--- src/rtl/mnd_pkg.sv ---
// Shared definitions for the multiply/divide unit: op encodings, FSM states
// and HI/LO select values used by the unit and its surroundings.
package mnd_pkg;

  // Operation select: bit 1 picks divide, bit 0 picks signed.
  localparam logic [1:0] MND_MULTU = 2'b00;
  localparam logic [1:0] MND_MULT  = 2'b01;
  localparam logic [1:0] MND_DIVU  = 2'b10;
  localparam logic [1:0] MND_DIV   = 2'b11;

  // Target of a direct HI/LO write.
  localparam logic HILO_LO = 1'b0;
  localparam logic HILO_HI = 1'b1;

  typedef enum logic [1:0] {
    ST_IDLE = 2'b00,
    ST_MUL  = 2'b01,
    ST_DIV  = 2'b10,
    ST_FIX  = 2'b11
  } mnd_state_e;

endpackage

--- src/rtl/mnd_div_step.sv ---
// One restoring-division iteration on unsigned magnitudes.
// Purely combinational; the quotient register doubles as the dividend
// shift register, so each step consumes one dividend bit and emits one quotient bit.
module mnd_div_step #(
  parameter int WIDTH = 32
) (
  input  logic [WIDTH-1:0] rem_i,
  input  logic [WIDTH-1:0] quo_i,
  input  logic [WIDTH-1:0] div_i,
  output logic [WIDTH-1:0] rem_o,
  output logic [WIDTH-1:0] quo_o
);

  logic [WIDTH:0] shifted;
  logic [WIDTH:0] diff;

  // Shift in the next dividend bit, trial-subtract, restore if negative.
  always_comb begin
    shifted = {rem_i, quo_i[WIDTH-1]};
    diff    = shifted - {1'b0, div_i};
    if (diff[WIDTH]) begin
      rem_o = shifted[WIDTH-1:0];
      quo_o = {quo_i[WIDTH-2:0], 1'b0};
    end else begin
      rem_o = diff[WIDTH-1:0];
      quo_o = {quo_i[WIDTH-2:0], 1'b1};
    end
  end

endmodule

--- src/rtl/mnd_unit.sv ---
// Multiply/divide unit with HI/LO result registers and a busy flag.
// Multiply takes MULT_LAT cycles, divide WIDTH+1 cycles (iterations + sign fix-up).
// Requests while busy are ignored; cancel aborts without touching HI/LO.
module mnd_unit
  import mnd_pkg::*;
#(
  parameter int WIDTH    = 32,
  parameter int MULT_LAT = 5
) (
  input  logic             clk,
  input  logic             reset,
  input  logic             start,
  input  logic [1:0]       op,
  input  logic [WIDTH-1:0] a,
  input  logic [WIDTH-1:0] b,
  input  logic             we,
  input  logic             hilo_sel,
  input  logic [WIDTH-1:0] wdata,
  input  logic             cancel,
  output logic             busy,
  output logic [WIDTH-1:0] hi,
  output logic [WIDTH-1:0] lo
);

  localparam int MAX_CNT = (MULT_LAT > WIDTH) ? MULT_LAT : WIDTH;
  localparam int CNT_W   = $clog2(MAX_CNT + 1);
  localparam logic [CNT_W-1:0] CNT_ONE = CNT_W'(1);

  mnd_state_e       state_q, state_d;
  logic [CNT_W-1:0] cnt_q, cnt_d;
  logic [WIDTH-1:0] a_q, a_d;
  logic [WIDTH-1:0] b_q, b_d;
  logic             sgn_q, sgn_d;
  logic [WIDTH-1:0] rem_q, rem_d;
  logic [WIDTH-1:0] quo_q, quo_d;
  logic [WIDTH-1:0] hi_q, hi_d;
  logic [WIDTH-1:0] lo_q, lo_d;

  logic [2*WIDTH-1:0] a_ext, b_ext, prod;
  logic [WIDTH-1:0]   a_in_mag, b_mag;
  logic               a_neg, b_neg, b_zero;
  logic [WIDTH-1:0]   step_rem, step_quo;
  logic [WIDTH-1:0]   quo_fix, rem_fix;

  // Operand conditioning: extended multiply operands, divide magnitudes and signs.
  always_comb begin
    a_ext    = sgn_q ? {{WIDTH{a_q[WIDTH-1]}}, a_q} : {{WIDTH{1'b0}}, a_q};
    b_ext    = sgn_q ? {{WIDTH{b_q[WIDTH-1]}}, b_q} : {{WIDTH{1'b0}}, b_q};
    prod     = a_ext * b_ext;
    a_in_mag = (op[0] && a[WIDTH-1]) ? -a : a;
    a_neg    = sgn_q && a_q[WIDTH-1];
    b_neg    = sgn_q && b_q[WIDTH-1];
    b_mag    = b_neg ? -b_q : b_q;
    b_zero   = (b_q == '0);
    quo_fix  = (a_neg ^ b_neg) ? -quo_q : quo_q;
    rem_fix  = a_neg ? -rem_q : rem_q;
  end

  mnd_div_step #(.WIDTH(WIDTH)) u_div_step (
    .rem_i (rem_q),
    .quo_i (quo_q),
    .div_i (b_mag),
    .rem_o (step_rem),
    .quo_o (step_quo)
  );

  // Next-state and datapath updates; every register holds by default.
  always_comb begin
    state_d = state_q;
    cnt_d   = cnt_q;
    a_d     = a_q;
    b_d     = b_q;
    sgn_d   = sgn_q;
    rem_d   = rem_q;
    quo_d   = quo_q;
    hi_d    = hi_q;
    lo_d    = lo_q;
    case (state_q)
      ST_IDLE: begin
        if (start) begin
          // A start squashed by cancel is simply dropped, and a start
          // always shadows a simultaneous direct write.
          if (!cancel) begin
            a_d   = a;
            b_d   = b;
            sgn_d = op[0];
            rem_d = '0;
            quo_d = a_in_mag;
            if (op[1]) begin
              state_d = ST_DIV;
              cnt_d   = CNT_W'(WIDTH);
            end else begin
              state_d = ST_MUL;
              cnt_d   = CNT_W'(MULT_LAT);
            end
          end
        end else if (we) begin
          if (hilo_sel == HILO_HI) hi_d = wdata;
          else                     lo_d = wdata;
        end
      end
      ST_MUL: begin
        if (cancel) begin
          state_d = ST_IDLE;
          cnt_d   = '0;
        end else if (cnt_q == CNT_ONE) begin
          {hi_d, lo_d} = prod;
          state_d      = ST_IDLE;
          cnt_d        = '0;
        end else begin
          cnt_d = cnt_q - CNT_ONE;
        end
      end
      ST_DIV: begin
        if (cancel) begin
          state_d = ST_IDLE;
          cnt_d   = '0;
        end else begin
          rem_d = step_rem;
          quo_d = step_quo;
          cnt_d = cnt_q - CNT_ONE;
          if (cnt_q == CNT_ONE) state_d = ST_FIX;
        end
      end
      ST_FIX: begin
        state_d = ST_IDLE;
        cnt_d   = '0;
        if (!cancel) begin
          if (b_zero) begin
            lo_d = '1;
            hi_d = a_q;
          end else begin
            lo_d = quo_fix;
            hi_d = rem_fix;
          end
        end
      end
      default: begin
        state_d = ST_IDLE;
        cnt_d   = '0;
      end
    endcase
  end

  // State and result registers; reset clears HI/LO and aborts any operation.
  always_ff @(posedge clk or posedge reset) begin
    if (reset) begin
      state_q <= ST_IDLE;
      cnt_q   <= '0;
      a_q     <= '0;
      b_q     <= '0;
      sgn_q   <= 1'b0;
      rem_q   <= '0;
      quo_q   <= '0;
      hi_q    <= '0;
      lo_q    <= '0;
    end else begin
      state_q <= state_d;
      cnt_q   <= cnt_d;
      a_q     <= a_d;
      b_q     <= b_d;
      sgn_q   <= sgn_d;
      rem_q   <= rem_d;
      quo_q   <= quo_d;
      hi_q    <= hi_d;
      lo_q    <= lo_d;
    end
  end

  assign busy = (state_q != ST_IDLE);
  assign hi   = hi_q;
  assign lo   = lo_q;

endmodule

--- config.mk ---
export PLATFORM = sky130hd
export DESIGN_NAME = mnd_unit
export DESIGN_NICKNAME = d
export VERILOG_FILES = /design/src/rtl/mnd_pkg.sv /design/src/rtl/mnd_div_step.sv /design/src/rtl/mnd_unit.sv
export SDC_FILE = /design/constraint.sdc
export NUM_CORES = 2
export LEC_CHECK = 0
export ABC_AREA = 0
export CORE_AREA = 4 4 428 430
export CTS_BUF_LIST = sky130_fd_sc_hd__clkbuf_16
export CTS_CLUSTER_DIAMETER = 80
export DETAILED_ROUTE_END_ITERATION = 7
export DIE_AREA = 0 0 432 434
export PLACE_DENSITY_LB_ADDON = 0.08
export SYNTH_ARGS = -nofsm -noshare
export SYNTH_HDL_FRONTEND = slang
export SYNTH_HIERARCHICAL = 1
export SYNTH_SLANG_ARGS = --single-unit
--- constraint.sdc ---
create_clock -name clk -period 9.7 [get_ports clk]
set_input_delay 1.94 -clock clk [delete_from_list [all_inputs] [get_ports clk]]
set_output_delay 1.94 -clock clk [all_outputs]
set_load 0.005 [all_outputs]
**After elaboration in Yosys (flattened, before gate mapping)**

Index checks and enable logic that the tools add are counted.

- Bits in registers: 201
- Input port bits: 104
- Logic and storage cells: 95
- Output and inout bits: 65

- Multiply operators: 1
- Equal/unequal tests: 16
- Muxes and demuxes: 47
- Bitwise operators: 2
- Reductions and logical operators: 14
- Add/subtract/negate cells: 6

Operators by type and width:

| cell | count |
|---|---|
| $mux W32 | 25 |
| $pmux W32 S3 | 2 |
| $mux W64 | 2 |
| $neg A32 Y32 | 4 |
| $pmux W32 S2 | 2 |
| $mul A64 B64 Y64 | 1 |
| $mux W6 | 6 |
| $sub A33 B32 Y33 | 1 |
| $logic_not A32 Y1 | 1 |
| $pmux W6 S4 | 1 |
| $ne A2 B2 Y1 const B | 10 |
| $mux W2 | 7 |
| $reduce_and A7 Y1 | 2 |
| $pmux W2 S4 | 1 |
| $reduce_and A4 Y1 | 2 |
| $eq A6 B1 Y1 const B | 1 |
| $ne A3 B3 Y1 const B | 2 |
| $sub A6 B1 Y6 const B | 1 |
| $eq A2 B2 Y1 const B | 2 |
| $reduce_bool A2 Y1 | 2 |
| $logic_and A1 B1 Y1 | 3 |
| $reduce_and A3 Y1 | 1 |
| $reduce_bool A3 Y1 | 1 |
| $eq A2 B1 Y1 const B | 1 |
| 5 further kinds | 5 |

**Longest topological paths before layout**

- Depth after elaboration: 6
- Depth in mapped cells: 36
- Mapped depth without buffers: 32

**By module**

Netlist, hierarchy kept.

Modules (own cells, without submodules):

| module | cells each | instances | seq. area each (um^2) | area an instance (um^2) |
|---|---|---|---|---|
| mnd_unit | 6459 | 1 | 5029.8 | 59829.9 |
| mnd_div_step | 336 | 1 | 0.0 | 2591.2 |

**Worst setup path after synthesis**

OpenSTA, ideal clock, no wires.

- Path type: reg2reg
- Start point: register a_q[31]
- End point: register hi_q[28] (netlist: hi[28])
- Arrival: 9.519 ns
- Required time: 9.571 ns
- Path slack: 0.051 ns
- Cell stages (with the launch flop): 34
- Clock period less this slack: 9.649 ns
- Path buffers: 5
- Setup time: 0.129 ns
- Cells stage by stage: dfrtp_1 clkbuf_1 and2_1 clkbuf_1 clkbuf_1 buf_1 nand2_1 fa_1 inv_1 fa_1 fa_1 inv_1 fa_1 inv_1 fa_1 fa_1 fa_1 fa_1 fa_1 inv_1 fa_1 inv_1 ha_1 clkbuf_1 and3_1 a221o_1 a31oi_1 nor2_1 nor4_1 o41ai_2 o211ai_1 o21ai_1 xnor2_1 a21oi_1

- Word-level cells in the longest chain between the ends: 5
- Elaborated cells between the ends (all ways): 9
- Those cells by class: mul (1); mux (7); reduce/logical (1)

RTL lines:

| item | RTL line | text |
|---|---|---|
| start: declaration | mnd_unit.sv:31 | `logic [WIDTH-1:0] a_q, a_d;` |
| start signal: assignment | mnd_unit.sv:150 | `a_q <= '0;` |
| start signal: assignment | mnd_unit.sv:160 | `a_q <= a_d;` |
| $mux W64 / $logic_and A1 B1 Y1 (equally long branches) | mnd_unit.sv:47, mnd_unit.sv:51 |  |
| $mul A64 B64 Y64 / $mux W32 (equally long branches) | mnd_unit.sv:49, mnd_unit.sv:56 |  |
| $mux W32 (on tied branches) | mnd_unit.sv:106, mnd_unit.sv:129 |  |
| $mux W32 (on tied branches) | mnd_unit.sv:103, mnd_unit.sv:128 |  |
| $pmux W32 S3 (*) | mnd_unit.sv:78 | `case (state_q)` |
| end signal: assignment | mnd_unit.sv:165 | `hi_q <= hi_d;` |
| end: declaration | mnd_unit.sv:36 | `logic [WIDTH-1:0] hi_q, hi_d;` |

Mark *: on every way between the ends. The rest lies on a longest branch, timed or not. The select of a mux whose other input is x is not followed.
A chain may end at the register's enable or synchronous reset.

**Worst setup path after layout**

- Start point: register a_q[31]
- End point: register hi_q[16] (netlist: hi[16])

The elaborated chain is that of the path after synthesis.

==> flow_summary.toml <==
[logic_synthesis]
synthArstFlopShare_pct = 100
synthMostInstantiatedCell = "inv_1"
synthDistinctLibCells = 109
avgSynthCellArea_um2 = 9.19
syn_area_um2 = 62400
synth_warnings = 6
synth_top_area_cell = "fa_1"
syn_nets = 8665
synth_edf_count = 0
ys_seq_area_share_pct = 8.06
synth.area.top_cells = "fa_1, inv_1, dfrtp_1, ha_1, and2_1"
synth_seq_cells = 201
synth_top_area_share_pct = 45.5
synth_ff_type = "dfrtp_1"
ys_top_cells_by_count = "inv_1, fa_1, nand2_1"
synth_cells = 6795

[placed_design]
gp_congestion = 0.920
dpl_worst_slack_ns = 0.0224
dpl_cell_area_um2 = 67800
dp_hpwl_mm = 192
portBuffers = 168

[floorplanning]
die_width_um = 432
dieArea_um2 = 187000
die_h_um = 434
initial_utilization_pct = 34.7
core_um2 = 180000
io_pins = 169
rows = 156

[sta]
worst_slack_ns = 0.374
slew_headroom_pct = 26.1
final.min_clock_period_ns = 9.33
grt_setup_unrepaired = "true"
fin_crit_sh_pct = 96.1
finalMaxSlewViolations = 0
fin_skew_ns = 0.0358
fmax_ghz = 0.107
setup_viol = 0
finalHoldViolations = 0
worst_pin_slew_ns = 1.11

[global_routing]
grt_pass1_wl_mm = 352
grt_max_degree = 117
grt_usage_pct = 25.4
grt_pass1_vias = 51600
antenna_found_initial = 18
gr-total-overflow = 0

[cts]
cts_root_buf = "clkbuf_16"
clkTransAtPathRegs_ns = 0.06
clkSinkCount = 201
numCtsBuffers = 31
htree_levels = 1
clk_latency_ns = 0.64
tritoncts = "yes"
cts_setup_buffers = 0
clock_path_buffers = 3

[worst_setup_path]
worstSetupPathType = "flip-flop to flip-flop"
r2r_setup_slack_ns = 0.37
startpoint_type = "flip-flop"
cp_top_family = "adder cells"
required_ns = 10.24
critPathSlowestCell = "fa_1"
cp_num_buf_inv = 7
cpMostUsedCell = "fa_1"
crit_arrival_ns = 9.87
cp_max_fo = 7
endpoint_kind = "flip-flop"
max_stage_delay_ns = 0.56

[min_path]
worst_hold_path_type = "flip-flop to flip-flop"

[detailed_routing]
viasPerCell = 4.98
drc = 0
drtAntennaViolNets = 0
wl_mm = 233
vias = 46100
firstDrtPassIters = 5
drtIter0Drc = 3068
wl_per_cell_um = 25.2

[final_layout]
fillers = 18400
layout-drive-gt1-share_pct = 7.38
fin_area_um2 = 68900
nets = 8724
syn2layout_area_growth_pct = 10.3

[flow_run]
cap_violations = 0

[status]
status = "completed"
## cells in the final DEF, fill, tap and decap left out, types with 21 or more instances in the layout
master	Yosys	layout
ha_1	346	345
or3_1	21	21
dfrtp_1	201	181
mux2_2	67	67
clkdlybuf4s50_1	0	168
and2_1	573	571
nand2_1	714	713
buf_4	35	221
o31ai_1	23	23
o211ai_1	26	26
buf_12	3	42
and3_1	36	36
nor2_1	189	184
a21o_1	43	43
a22o_1	32	32
fa_1	1420	1416
nor3_1	46	46
a21oi_1	202	201
clkbuf_16	0	31
nand3_1	41	41
xor2_1	94	93
inv_1	1586	1589
a31oi_1	41	40
o21ai_0	186	183
xnor2_1	164	162
o21ai_1	25	27
## kinds of logic after synthesis
family / count (synthesis) / synth area share (%)
buffers and inverters: 1994 / 12.4
DFF: 201 / 8.06
AOI/OAI and AO/OA: 743 / 7.67
and+or+nand+nor: 1739 / 13.9
xor gates and xnor gates: 258 / 3.62
muxes: 92 / 1.78
adders and majority gates: 1768 / 52.5
## final cells by class
type | count | area, um2 | share of cell area, %
multi-input combinational | 4600 | 49700 | 72.2
inverter | 1588 | 5980 | 8.68
sequential | 201 | 5050 | 7.34
timing repair buffer | 432 | 4190 | 6.09
tap | 2370 | 2970 | 4.31
clock buffer | 31 | 776 | 1.13
clock inverter | 27 | 169 | 0.245
antenna | 6 | 15.0 | 0.0218
## worst paths after layout
check	startpoint	endpoint	depth (start not counted)
worst min register to register	hi[23]	hi[23]	2
worst max register to register	a_q[31]	hi[16]	30
worst max-delay path	a_q[31]	hi[16]	30
min in group asynchronous	reset	b_q[8]	2
max in group asynchronous	reset	a_q[29]	3
worst min-delay path	hi[23]	hi[23]	2
## routing by layer
metal	share of wire, %	GRT usage (%)	routed length, um
met5	0.0051	0	12
met4	3.2	6.55	7410
met3	4.4	2.40	10100
met2	47	42.9	110000
met1	45	35.2	105000
## registers in the layout, indices dropped and copies added, names as in the netlist
name and count:
hi 32, a_q 32, state_q 2, cnt_q 6, b_q 32, sgn_q 1
quo_q 32, lo 32, rem_q 32
## stage by stage
stage               hold WS, ns  util, %  TNS (ns)  std cells
floorplan                 0.473        -         0       6795
global placement          0.465     37.7         0       9191
detailed placement        0.473     37.7         0       9191
CTS                       0.489     38.3         0       9249
global route              0.506     38.3   -0.0500       9249
finish                    0.484     38.3         0       9255
## repair_timing
item,CTS,global route
resized for setup,0,26
endpoints found under the setup margin,0,15
hold buffers,0,0
## worst reg2reg max path, delay by kind of cell, from the launching register on
family / cells / cell delay (ns)
flops: 1 / 0.44
fa+ha+maj: 11 / 5.42
xor+xnor: 1 / 0.20
compound gates: 6 / 1.42
buf+inv: 7 / 0.72
simple gates: 5 / 1.00
Power is left out: the tool's default activity adds up to more than one toggle a clock period on the data nets, which glitch-free logic cannot reach.
